===== config.mk =====
export PLATFORM = sky130hd
export DESIGN_NAME = mul_acc_stage_flat
export DESIGN_NICKNAME = d
export VERILOG_FILES = /design/src/rtl/mul_acc_stage_if.sv /design/src/rtl/mul_acc_stage.sv /design/src/flat_wrapper.sv
export SDC_FILE = /design/constraint.sdc
export NUM_CORES = 1
export LEC_CHECK = 0
export BUFFER_PORTS_ARGS = -buffer_cell sky130_fd_sc_hd__buf_2
export CORE_ASPECT_RATIO = 0.7
export CORE_MARGIN = 5
export CORE_UTILIZATION = 50
export DETAILED_ROUTE_END_ITERATION = 10
export PLACE_DENSITY = 0.75
export SYNTH_ARGS = -nofsm -noshare
export SYNTH_HDL_FRONTEND = slang
export SYNTH_SLANG_ARGS = --single-unit

===== constraint.sdc =====
create_clock -name clk -period 6.54 [get_ports clk]
set_input_delay 0.981 -clock clk [delete_from_list [all_inputs] [get_ports clk]]
set_output_delay 0.981 -clock clk [all_outputs]
set_load 0.005 [all_outputs]

===== src/rtl/mul_acc_stage_if.sv =====
// ---------------------------------------------------------------------------
// mul_acc_stage_if
// Bundles the upstream product stream, the block-length configuration and
// the downstream result stream of mul_acc_stage.
//   in_valid / in_ready / in_data / in_last : product stream (valid/ready)
//   cfg_len                                 : products per block
//   out_valid / out_ready / out_data /
//   out_count / out_ovf                     : result stream (valid/ready)
// Modports: master = producer/consumer environment, slave = the stage.
// ---------------------------------------------------------------------------
interface mul_acc_stage_if #(
    parameter int DATA_W = 64,
    parameter int ACC_W  = 72,
    parameter int LEN_W  = 8
);
    logic              in_valid;
    logic              in_ready;
    logic [DATA_W-1:0] in_data;
    logic              in_last;
    logic [LEN_W-1:0]  cfg_len;
    logic              out_valid;
    logic              out_ready;
    logic [ACC_W-1:0]  out_data;
    logic [LEN_W-1:0]  out_count;
    logic              out_ovf;

    modport master (
        output in_valid, in_data, in_last, cfg_len, out_ready,
        input  in_ready, out_valid, out_data, out_count, out_ovf
    );

    modport slave (
        input  in_valid, in_data, in_last, cfg_len, out_ready,
        output in_ready, out_valid, out_data, out_count, out_ovf
    );
endinterface


===== src/rtl/mul_acc_stage.sv =====
// ---------------------------------------------------------------------------
// mul_acc_stage
// Accumulates blocks of signed products into a signed sum. A block ends after
// cfg_len products (0 means 1) or on a product flagged in_last, whichever
// comes first. The result, the number of products summed and a sticky signed
// overflow flag are then held on the output stream until accepted.
// Ports:
//   clk  : clock, all state updates on posedge
//   rst  : asynchronous active-high reset
//   bus  : mul_acc_stage_if.slave (product in, cfg_len, result out)
// All outputs are driven straight from flops.
// ---------------------------------------------------------------------------
module mul_acc_stage #(
    parameter int DATA_W = 64,
    parameter int ACC_W  = 72,
    parameter int LEN_W  = 8
) (
    input  logic            clk,
    input  logic            rst,
    mul_acc_stage_if.slave  bus
);
    localparam logic [1:0] ST_INIT = 2'd0;
    localparam logic [1:0] ST_ACC  = 2'd1;
    localparam logic [1:0] ST_SEND = 2'd2;

    localparam logic [LEN_W-1:0] LEN_ZERO = {LEN_W{1'b0}};
    localparam logic [LEN_W-1:0] LEN_ONE  = {{(LEN_W-1){1'b0}}, 1'b1};
    localparam logic [ACC_W-1:0] ACC_ZERO = {ACC_W{1'b0}};

    logic [1:0]       state_q,     state_d;
    logic [LEN_W-1:0] len_q,       len_d;
    logic [ACC_W-1:0] acc_q,       acc_d;
    logic [LEN_W-1:0] cnt_q,       cnt_d;
    logic             ovf_q,       ovf_d;
    logic             in_ready_q,  in_ready_d;
    logic             out_valid_q, out_valid_d;
    logic [ACC_W-1:0] out_data_q,  out_data_d;
    logic [LEN_W-1:0] out_count_q, out_count_d;
    logic             out_ovf_q,   out_ovf_d;

    logic [ACC_W-1:0] in_ext_s;
    logic [ACC_W-1:0] sum_s;
    logic             add_ovf_s;
    logic [LEN_W-1:0] cnt_inc_s;
    logic [LEN_W-1:0] cfg_len_s;
    logic             in_xfer_s;
    logic             out_xfer_s;
    logic             blk_end_s;

    // Sign-extend the product to accumulator width (no-op when widths match)
    generate
        if (ACC_W > DATA_W) begin : g_ext
            assign in_ext_s = {{(ACC_W-DATA_W){bus.in_data[DATA_W-1]}}, bus.in_data};
        end else begin : g_noext
            assign in_ext_s = bus.in_data;
        end
    endgenerate

    // Datapath: wrapping add, overflow detect, handshakes, block-end decode
    always_comb begin
        sum_s      = acc_q + in_ext_s;
        // Overflow: operands share a sign and the wrapped result does not
        add_ovf_s  = (acc_q[ACC_W-1] == in_ext_s[ACC_W-1]) &&
                     (sum_s[ACC_W-1] != acc_q[ACC_W-1]);
        cnt_inc_s  = cnt_q + LEN_ONE;
        cfg_len_s  = (bus.cfg_len == LEN_ZERO) ? LEN_ONE : bus.cfg_len;
        in_xfer_s  = bus.in_valid && in_ready_q;
        out_xfer_s = out_valid_q && bus.out_ready;
        // Length match and in_last together still close a single block
        blk_end_s  = in_xfer_s && ((cnt_inc_s == len_q) || bus.in_last);
    end

    // Next-state logic for the INIT / ACC / SEND controller
    always_comb begin
        state_d     = state_q;
        len_d       = len_q;
        acc_d       = acc_q;
        cnt_d       = cnt_q;
        ovf_d       = ovf_q;
        in_ready_d  = in_ready_q;
        out_valid_d = out_valid_q;
        out_data_d  = out_data_q;
        out_count_d = out_count_q;
        out_ovf_d   = out_ovf_q;
        case (state_q)
            ST_INIT: begin
                // in_ready is raised by ACC, so it appears at the second edge
                state_d    = ST_ACC;
                len_d      = cfg_len_s;
                acc_d      = ACC_ZERO;
                cnt_d      = LEN_ZERO;
                ovf_d      = 1'b0;
                in_ready_d = 1'b0;
            end
            ST_ACC: begin
                if (blk_end_s) begin
                    state_d     = ST_SEND;
                    in_ready_d  = 1'b0;
                    out_valid_d = 1'b1;
                    out_data_d  = sum_s;
                    out_count_d = cnt_inc_s;
                    out_ovf_d   = ovf_q || add_ovf_s;
                end else if (in_xfer_s) begin
                    in_ready_d = 1'b1;
                    acc_d      = sum_s;
                    cnt_d      = cnt_inc_s;
                    ovf_d      = ovf_q || add_ovf_s;
                end else begin
                    in_ready_d = 1'b1;
                end
            end
            ST_SEND: begin
                if (out_xfer_s) begin
                    state_d     = ST_ACC;
                    out_valid_d = 1'b0;
                    in_ready_d  = 1'b1;
                    len_d       = cfg_len_s;
                    acc_d       = ACC_ZERO;
                    cnt_d       = LEN_ZERO;
                    ovf_d       = 1'b0;
                end else begin
                    in_ready_d  = 1'b0;
                end
            end
            default: begin
                state_d     = ST_INIT;
                in_ready_d  = 1'b0;
                out_valid_d = 1'b0;
            end
        endcase
    end

    // State and output registers with asynchronous reset
    always_ff @(posedge clk or posedge rst) begin
        if (rst) begin
            state_q     <= ST_INIT;
            len_q       <= LEN_ONE;
            acc_q       <= ACC_ZERO;
            cnt_q       <= LEN_ZERO;
            ovf_q       <= 1'b0;
            in_ready_q  <= 1'b0;
            out_valid_q <= 1'b0;
            out_data_q  <= ACC_ZERO;
            out_count_q <= LEN_ZERO;
            out_ovf_q   <= 1'b0;
        end else begin
            state_q     <= state_d;
            len_q       <= len_d;
            acc_q       <= acc_d;
            cnt_q       <= cnt_d;
            ovf_q       <= ovf_d;
            in_ready_q  <= in_ready_d;
            out_valid_q <= out_valid_d;
            out_data_q  <= out_data_d;
            out_count_q <= out_count_d;
            out_ovf_q   <= out_ovf_d;
        end
    end

    assign bus.in_ready  = in_ready_q;
    assign bus.out_valid = out_valid_q;
    assign bus.out_data  = out_data_q;
    assign bus.out_count = out_count_q;
    assign bus.out_ovf   = out_ovf_q;
endmodule

===== src/flat_wrapper.sv =====
// flat-port wrapper written by rule: the top's interface ports become plain ports
module mul_acc_stage_flat 
#(
    parameter int DATA_W = 64,
    parameter int ACC_W  = 72,
    parameter int LEN_W  = 8
)
  (clk, rst, bus_in_valid, bus_in_data, bus_in_last, bus_cfg_len, bus_out_ready, bus_in_ready, bus_out_valid, bus_out_data, bus_out_count, bus_out_ovf);
  mul_acc_stage_if #(.DATA_W(DATA_W), .ACC_W(ACC_W), .LEN_W(LEN_W)) bus_i ();
  input  logic clk;
  input  logic rst;
  input wire logic [$bits(bus_i.in_valid)-1:0] bus_in_valid;
  input wire logic [$bits(bus_i.in_data)-1:0] bus_in_data;
  input wire logic [$bits(bus_i.in_last)-1:0] bus_in_last;
  input wire logic [$bits(bus_i.cfg_len)-1:0] bus_cfg_len;
  input wire logic [$bits(bus_i.out_ready)-1:0] bus_out_ready;
  output wire logic [$bits(bus_i.in_ready)-1:0] bus_in_ready;
  output wire logic [$bits(bus_i.out_valid)-1:0] bus_out_valid;
  output wire logic [$bits(bus_i.out_data)-1:0] bus_out_data;
  output wire logic [$bits(bus_i.out_count)-1:0] bus_out_count;
  output wire logic [$bits(bus_i.out_ovf)-1:0] bus_out_ovf;
  assign bus_i.in_valid = bus_in_valid;
  assign bus_i.in_data = bus_in_data;
  assign bus_i.in_last = bus_in_last;
  assign bus_i.cfg_len = bus_cfg_len;
  assign bus_i.out_ready = bus_out_ready;
  assign bus_in_ready = bus_i.in_ready;
  assign bus_out_valid = bus_i.out_valid;
  assign bus_out_data = bus_i.out_data;
  assign bus_out_count = bus_i.out_count;
  assign bus_out_ovf = bus_i.out_ovf;
  mul_acc_stage #(.DATA_W(DATA_W), .ACC_W(ACC_W), .LEN_W(LEN_W)) u_core (.clk(clk), .rst(rst), .bus(bus_i));
endmodule

* Yosys cells after proc, flatten, opt, wreduce, memory -nomap -nowiden *
Cells that the tools add are included.

storage, ports and cells
  bits in registers = 174
  output and inout port bits = 83

cells by class
  $add $sub $neg = 2
  equality and inequality tests = 9
  mux-type cells = 23
  bitwise gates (word level) = 1
  reduce and logical (&&, ||, !) cells = 15

operators by type and width
  cell                                                                    count
  72-bit two-way mux                                                      3
  72-bit one-hot mux with 3 select lines                                  1
  72-bit adder                                                            1
  8-bit two-way mux                                                       5
  8-bit one-hot mux with 3 select lines                                   1
  8-bit one-hot mux with 2 select lines                                   1
  8-bit by 1-bit adder with 8-bit output (second input constant)          1
  8-bit equality test                                                     1
  8-bit logical NOT                                                       1
  1-bit two-way mux                                                       6
  2-bit by 1-bit != test with 1-bit output (second input constant)        3
  1-bit one-hot mux with 3 select lines                                   2
  2-bit one-hot mux with 3 select lines                                   1
  2-bit AND reduction                                                     3
  1-bit logical AND                                                       4
  2-bit two-way mux                                                       2
  4-bit AND reduction                                                     1
  3-bit AND reduction                                                     1
  3-bit nonzero test                                                      1
  2-bit by 1-bit equality test with 1-bit output (second input constant)  1
  2-bit equality test (second input constant)                             1
  2-bit logical NOT                                                       1
  1-bit logical OR                                                        2
  2-bit != test (second input constant)                                   1
  other kinds (5)                                                         5

* Longest topological paths before layout *
  depth in word-level cells = 7
  gate-level depth with buffers = 13
  depth with buffers taken out = 13

* Least setup slack after synthesis *
No wires, ideal clock.

  path kind = in2reg
  start point = input port bus_in_data[0]
  end point = register u_core.out_data_q[68], in the netlist u_core.bus.out_data[68]
  setup time = 0.125 ns
  arrival time = 3.493 ns
  path slack = 2.922 ns
  cell stages on the path = 13
  cell sequence = ha_1 fa_1 a211oi_2 o21ai_1 nand3_1 a2111oi_4 nor3_2 o211ai_2 a21oi_2 nor3_1 a2111oi_2 xnor2_1 mux2_4

on the way
  word-level cells in the longest chain between the ends = 1

RTL lines
  element                 RTL line              RTL
  start: declaration      flat_wrapper.sv:13    input wire logic [$bits(bus_i.in_data)-1:0] bus_in_data;
  72-bit adder            mul_acc_stage.sv:61   sum_s = acc_q + in_ext_s;
  end signal: assignment  mul_acc_stage.sv:154  out_data_q <= out_data_d;
  end: declaration        mul_acc_stage.sv:37   logic [ACC_W-1:0] out_data_q, out_data_d;

No other way between the ends.
A chain may end at the register's enable or synchronous reset.

* Worst setup path in the final report *
  start point = register u_core.cnt_q[0]
  end point = register u_core.cnt_q[5]

on the way
  word-level cells in the longest chain between the ends = 6

RTL lines
  element                                   RTL line              RTL
  start: declaration                        mul_acc_stage.sv:33   logic [LEN_W-1:0] cnt_q, cnt_d;
  start signal: assignment                  mul_acc_stage.sv:150  cnt_q <= cnt_d;
  8-bit by 1-bit adder with 8-bit output *  mul_acc_stage.sv:65   cnt_inc_s = cnt_q + LEN_ONE;
  8-bit equality test                       mul_acc_stage.sv:70   blk_end_s = in_xfer_s && ((cnt_inc_s == len_q) || bus.in_last);
  1-bit logical OR                          mul_acc_stage.sv:70
  1-bit logical AND                         mul_acc_stage.sv:70
  2-bit != test (no source line)            -
  4-bit AND reduction (no source line)      -

Mark *: on every way between the ends. The rest lies on a longest branch, timed or not. The select of a mux whose other input is x is not followed.

==> impl_metrics.env <==
export IMPL_status="completed"
export IMPL_grt_pass1_wl_um=47700
export IMPL_max_vdd_ir_drop_mv=0.227
export IMPL_cp_data_arrival_time_ns=4.18
export IMPL_fmax_mhz=258
export IMPL_leakagePower_nw=6.06
export IMPL_path_clk_slew_ns=0.07
export IMPL_dp_cells=1493
export IMPL_clock_power_share_pct=22.3
export IMPL_firstDrtPassIters=8
export IMPL_p_comb_share_pct=42.6
export IMPL_area_growth_pct=14.4
export IMPL_drtIter0Drc=903
export IMPL_worst_hold_slack_ns=0.479
export IMPL_fin_util_pct=57.9
export IMPL_totalWireLength_um=29200
export IMPL_crit_type="flip-flop to flip-flop"
export IMPL_syn_inst=1101
export IMPL_ant_nets=0
export IMPL_max_slew_margin_pct=38.2
export IMPL_drive_above_1_share_pct=24.3
export IMPL_synth_seq_area_share_pct=39.9
export IMPL_path_cells="ha_1 -> and3_1 -> nand3_1 -> xnor2_1 -> xnor2_1 -> a41oi_1 -> nand3_1 -> nand2_1 -> nand2_2 -> buf_4 -> o21ai_0 -> o31ai_1"
export IMPL_n_fill_cell=1867
export IMPL_cts_tree="built"
export IMPL_clkSinkCount=174
export IMPL_finalHoldViolations=0
export IMPL_grt_usage_pct=23.2
export IMPL_avgSynthCellArea_um2=9.91
export IMPL_slowest_delay_ns=0.52
export IMPL_seqPwrFrac_pct=35.1
export IMPL_io_pins=160
export IMPL_setup_ws_ns=2.66
export IMPL_routedWlPerCell_um=19.1
export IMPL_placed_area_mm2=0.0119
export IMPL_synth_top_area_share_pct=39.7
export IMPL_dieArea_mm2=0.0249
export IMPL_critPathSlowestCell="buf_4"
export IMPL_grt_overflow_total=0
export IMPL_io_buffers=159
export IMPL_rows=45
export IMPL_async_flop_share_pct=100
export IMPL_chipWidth_um=187
export IMPL_synthFlopType="dfrtp_1"
export IMPL_synthesis_nets=1255
export IMPL_switchingPower_mw=1.82
export IMPL_die_h_um=134
export IMPL_stdcell_count=1525
export IMPL_synth_warnings=0
export IMPL_setup_violations=0
export IMPL_postCtsHoldBufs=0
export IMPL_grt_setup_unrepaired="false"
export IMPL_dp_hpwl_um=21400
export IMPL_vias_per_cell=6.02
export IMPL_grt_pass1_vias=9002
export IMPL_initial_core_util_pct=50.6
export IMPL_yosys_top_cells_area="dfrtp_1 40%, ha_1 8.7%, mux2_2 7.7%"
export IMPL_critPathLaunchType="flip-flop"
export IMPL_final_area_mm2=0.0125
export IMPL_diodes=0
export IMPL_period_needed_ns=3.88
export IMPL_fin_skew_ns=0.0126
export IMPL_swShare_pct=38.6
export IMPL_worstSkewPairLatency_ns=0.45
export IMPL_clockBufferDepth=2
export IMPL_htreeDepth=4
export IMPL_grt_max_degree=101
export IMPL_drc=0
export IMPL_cts_buffers=17
export IMPL_crit_family="simple AND/OR/NAND/NOR gates"
export IMPL_place_ws_ns=2.40
export IMPL_cp_end_kind="flip-flop"
export IMPL_synth_seq_cells=174
export IMPL_critPathBufInv=1
export IMPL_cts_resized=0
export IMPL_power_density_mw_per_mm2=379
export IMPL_slew_viol_final=0
export IMPL_cts_root_buf="clkbuf_16"
export IMPL_yosysUniqueCellTypes=66
export IMPL_post_cts_buffers=0
export IMPL_netlist_area_mm2=0.0109
export IMPL_core_mm2=0.0216
export IMPL_worstPathRequired_ns=6.84
export IMPL_final_nets=1384
export IMPL_regArea_mm2=0.00436
export IMPL_vias=9173
export IMPL_multi_input_area_mm2=0.00622
export IMPL_worstMarginPinSlew_ns=0.927
export IMPL_post_route_period_util_pct=59.3
export IMPL_synth_top_area_cell="dfrtp_1"
export IMPL_synth_edf_count=0
export IMPL_antenna_found_initial=0
export IMPL_cap_violations=0
export IMPL_tns_ns=0
export IMPL_cp_max_fo=44
export IMPL_power_internal_mw=2.90
export IMPL_hold_path_class="flip-flop to flip-flop"
export IMPL_routabilityCongestion=0.933
export IMPL_p_total_mw=4.73
==> layout by cell type (no fill, tap or decap), types with 5 or more instances in the layout <==
cell       synthesis  layout
nor4_1             5       5
ha_1              76      76
dfrtp_1          173     173
and2_1             8       8
clkbuf_16          0      17
nand2_1           93      92
a22o_1            62      62
buf_2             25     159
o21ai_0           66      66
a31oi_1           11      11
o21bai_1          18      18
a21o_1            34      34
a21oi_1          104     104
mux2_2            75      75
buf_4              0       5
o31ai_1            8       8
nand4_1           20      20
nor2_1            52      52
and3_1            11      10
inv_1             30      29
xor2_1            32      32
xnor2_1           52      52
o21ai_1            5       5
o211ai_1           8       8
o21a_1             5       5
nor3_1            12      12
nand3_1           20      20
==> tightest hold or removal path, delay by kind of cell (launching register included) <==
kind / cells / cell delay [ns]
DFF: 1 / 0.38
buffers and inverters: 1 / 0.05
AOI/OAI and AO/OA: 1 / 0.05
==> worst paths after layout <==
check                                                 endpoint  depth (start not counted)                        start  slack [ns]
max                                u_core.cnt_q[5]$_DFFE_PP0P_                         12  u_core.cnt_q[0]$_DFFE_PP0P_        2.66
min                                u_core.len_q[0]$_DFFE_PP1P_                          2  u_core.len_q[0]$_DFFE_PP1P_        0.48
max reg2reg                        u_core.cnt_q[5]$_DFFE_PP0P_                         12  u_core.cnt_q[0]$_DFFE_PP0P_        2.66
min reg2reg                        u_core.len_q[0]$_DFFE_PP1P_                          2  u_core.len_q[0]$_DFFE_PP1P_        0.48
max in group asynchronous         u_core.acc_q[14]$_DFFE_PP0P_                          3                          rst        4.38
min in group asynchronous  u_core.bus.out_data[47]$_DFFE_PP0P_                          2                          rst        0.69
==> power groups by stage <==
stage / clock (mW) / combinational [mW] / sequential (mW)
floorplan: 0 / 1.33 / 1.66
global placement: 0 / 1.96 / 1.66
detailed placement: 0 / 1.99 / 1.67
CTS: 1.07 / 2.01 / 1.66
global route: 1.11 / 2.22 / 1.71
finish: 1.05 / 2.01 / 1.66
==> layer usage <==
layer | vias to the layer above | share of wire, % | wire (um) | GRT usage, %
met5 | - | 0 | 0 | 0
met4 | 0 | 1.8 | 535 | 6.39
met3 | 37 | 6.8 | 1980 | 5.37
met2 | 354 | 41 | 11900 | 32.4
met1 | 4477 | 51 | 14800 | 35.8
li1 | 4305 | - | - | -
==> cell type report <==
| class | instances | share of cell area [%] |
|---|---|---|
| clock buffers | 20 | 3.74 |
| clock inverters | 12 | 1.06 |
| inverters | 30 | 0.943 |
| multi-input cells | 843 | 49.8 |
| flip-flops and latches | 174 | 34.9 |
| well taps | 282 | 2.83 |
| repair buffers | 164 | 6.68 |
==> cell usage after synthesis, types with 4 or more instances <==
cell type / n
o21bai_1: 18
o21ai_0: 66
ha_1: 76
a31oi_1: 11
a21oi_2: 4
and3_1: 11
dfrtp_1: 173
nor2b_1: 4
a21oi_1: 104
nor2_1: 52
o31ai_1: 8
o211ai_1: 8
xnor2_1: 52
clkbuf_1: 26
buf_2: 25
a21o_1: 34
inv_1: 30
mux2_2: 75
o21a_1: 5
nand2_1: 93
o21ai_1: 5
and2_1: 8
xor2_1: 32
nor4_1: 5
nor3_1: 12
nand4_1: 20
nand3_1: 20
a22o_1: 62
==> sequential cells by signal (all words and copies together), names as in the netlist, 2 cells and up <==
signal,flops
u_core.state_q,2
u_core.len_q,8
u_core.acc_q,72
u_core.bus.out_data,72
u_core.bus.out_count,8
u_core.cnt_q,8
==> cell families after synthesis <==
logic type	count (synthesis)	share of synthesized area, %
AO/OA/AOI/OAI	364	23.0
XOR/XNOR	84	6.74
adder cells (fa/ha/maj)	77	8.90
buffers and inverters	84	3.19
flip-flops	174	39.9
multiplexers	77	7.98
AND/OR/NAND/NOR	241	10.3
Note: power is estimated with default switching activity, not from simulation.
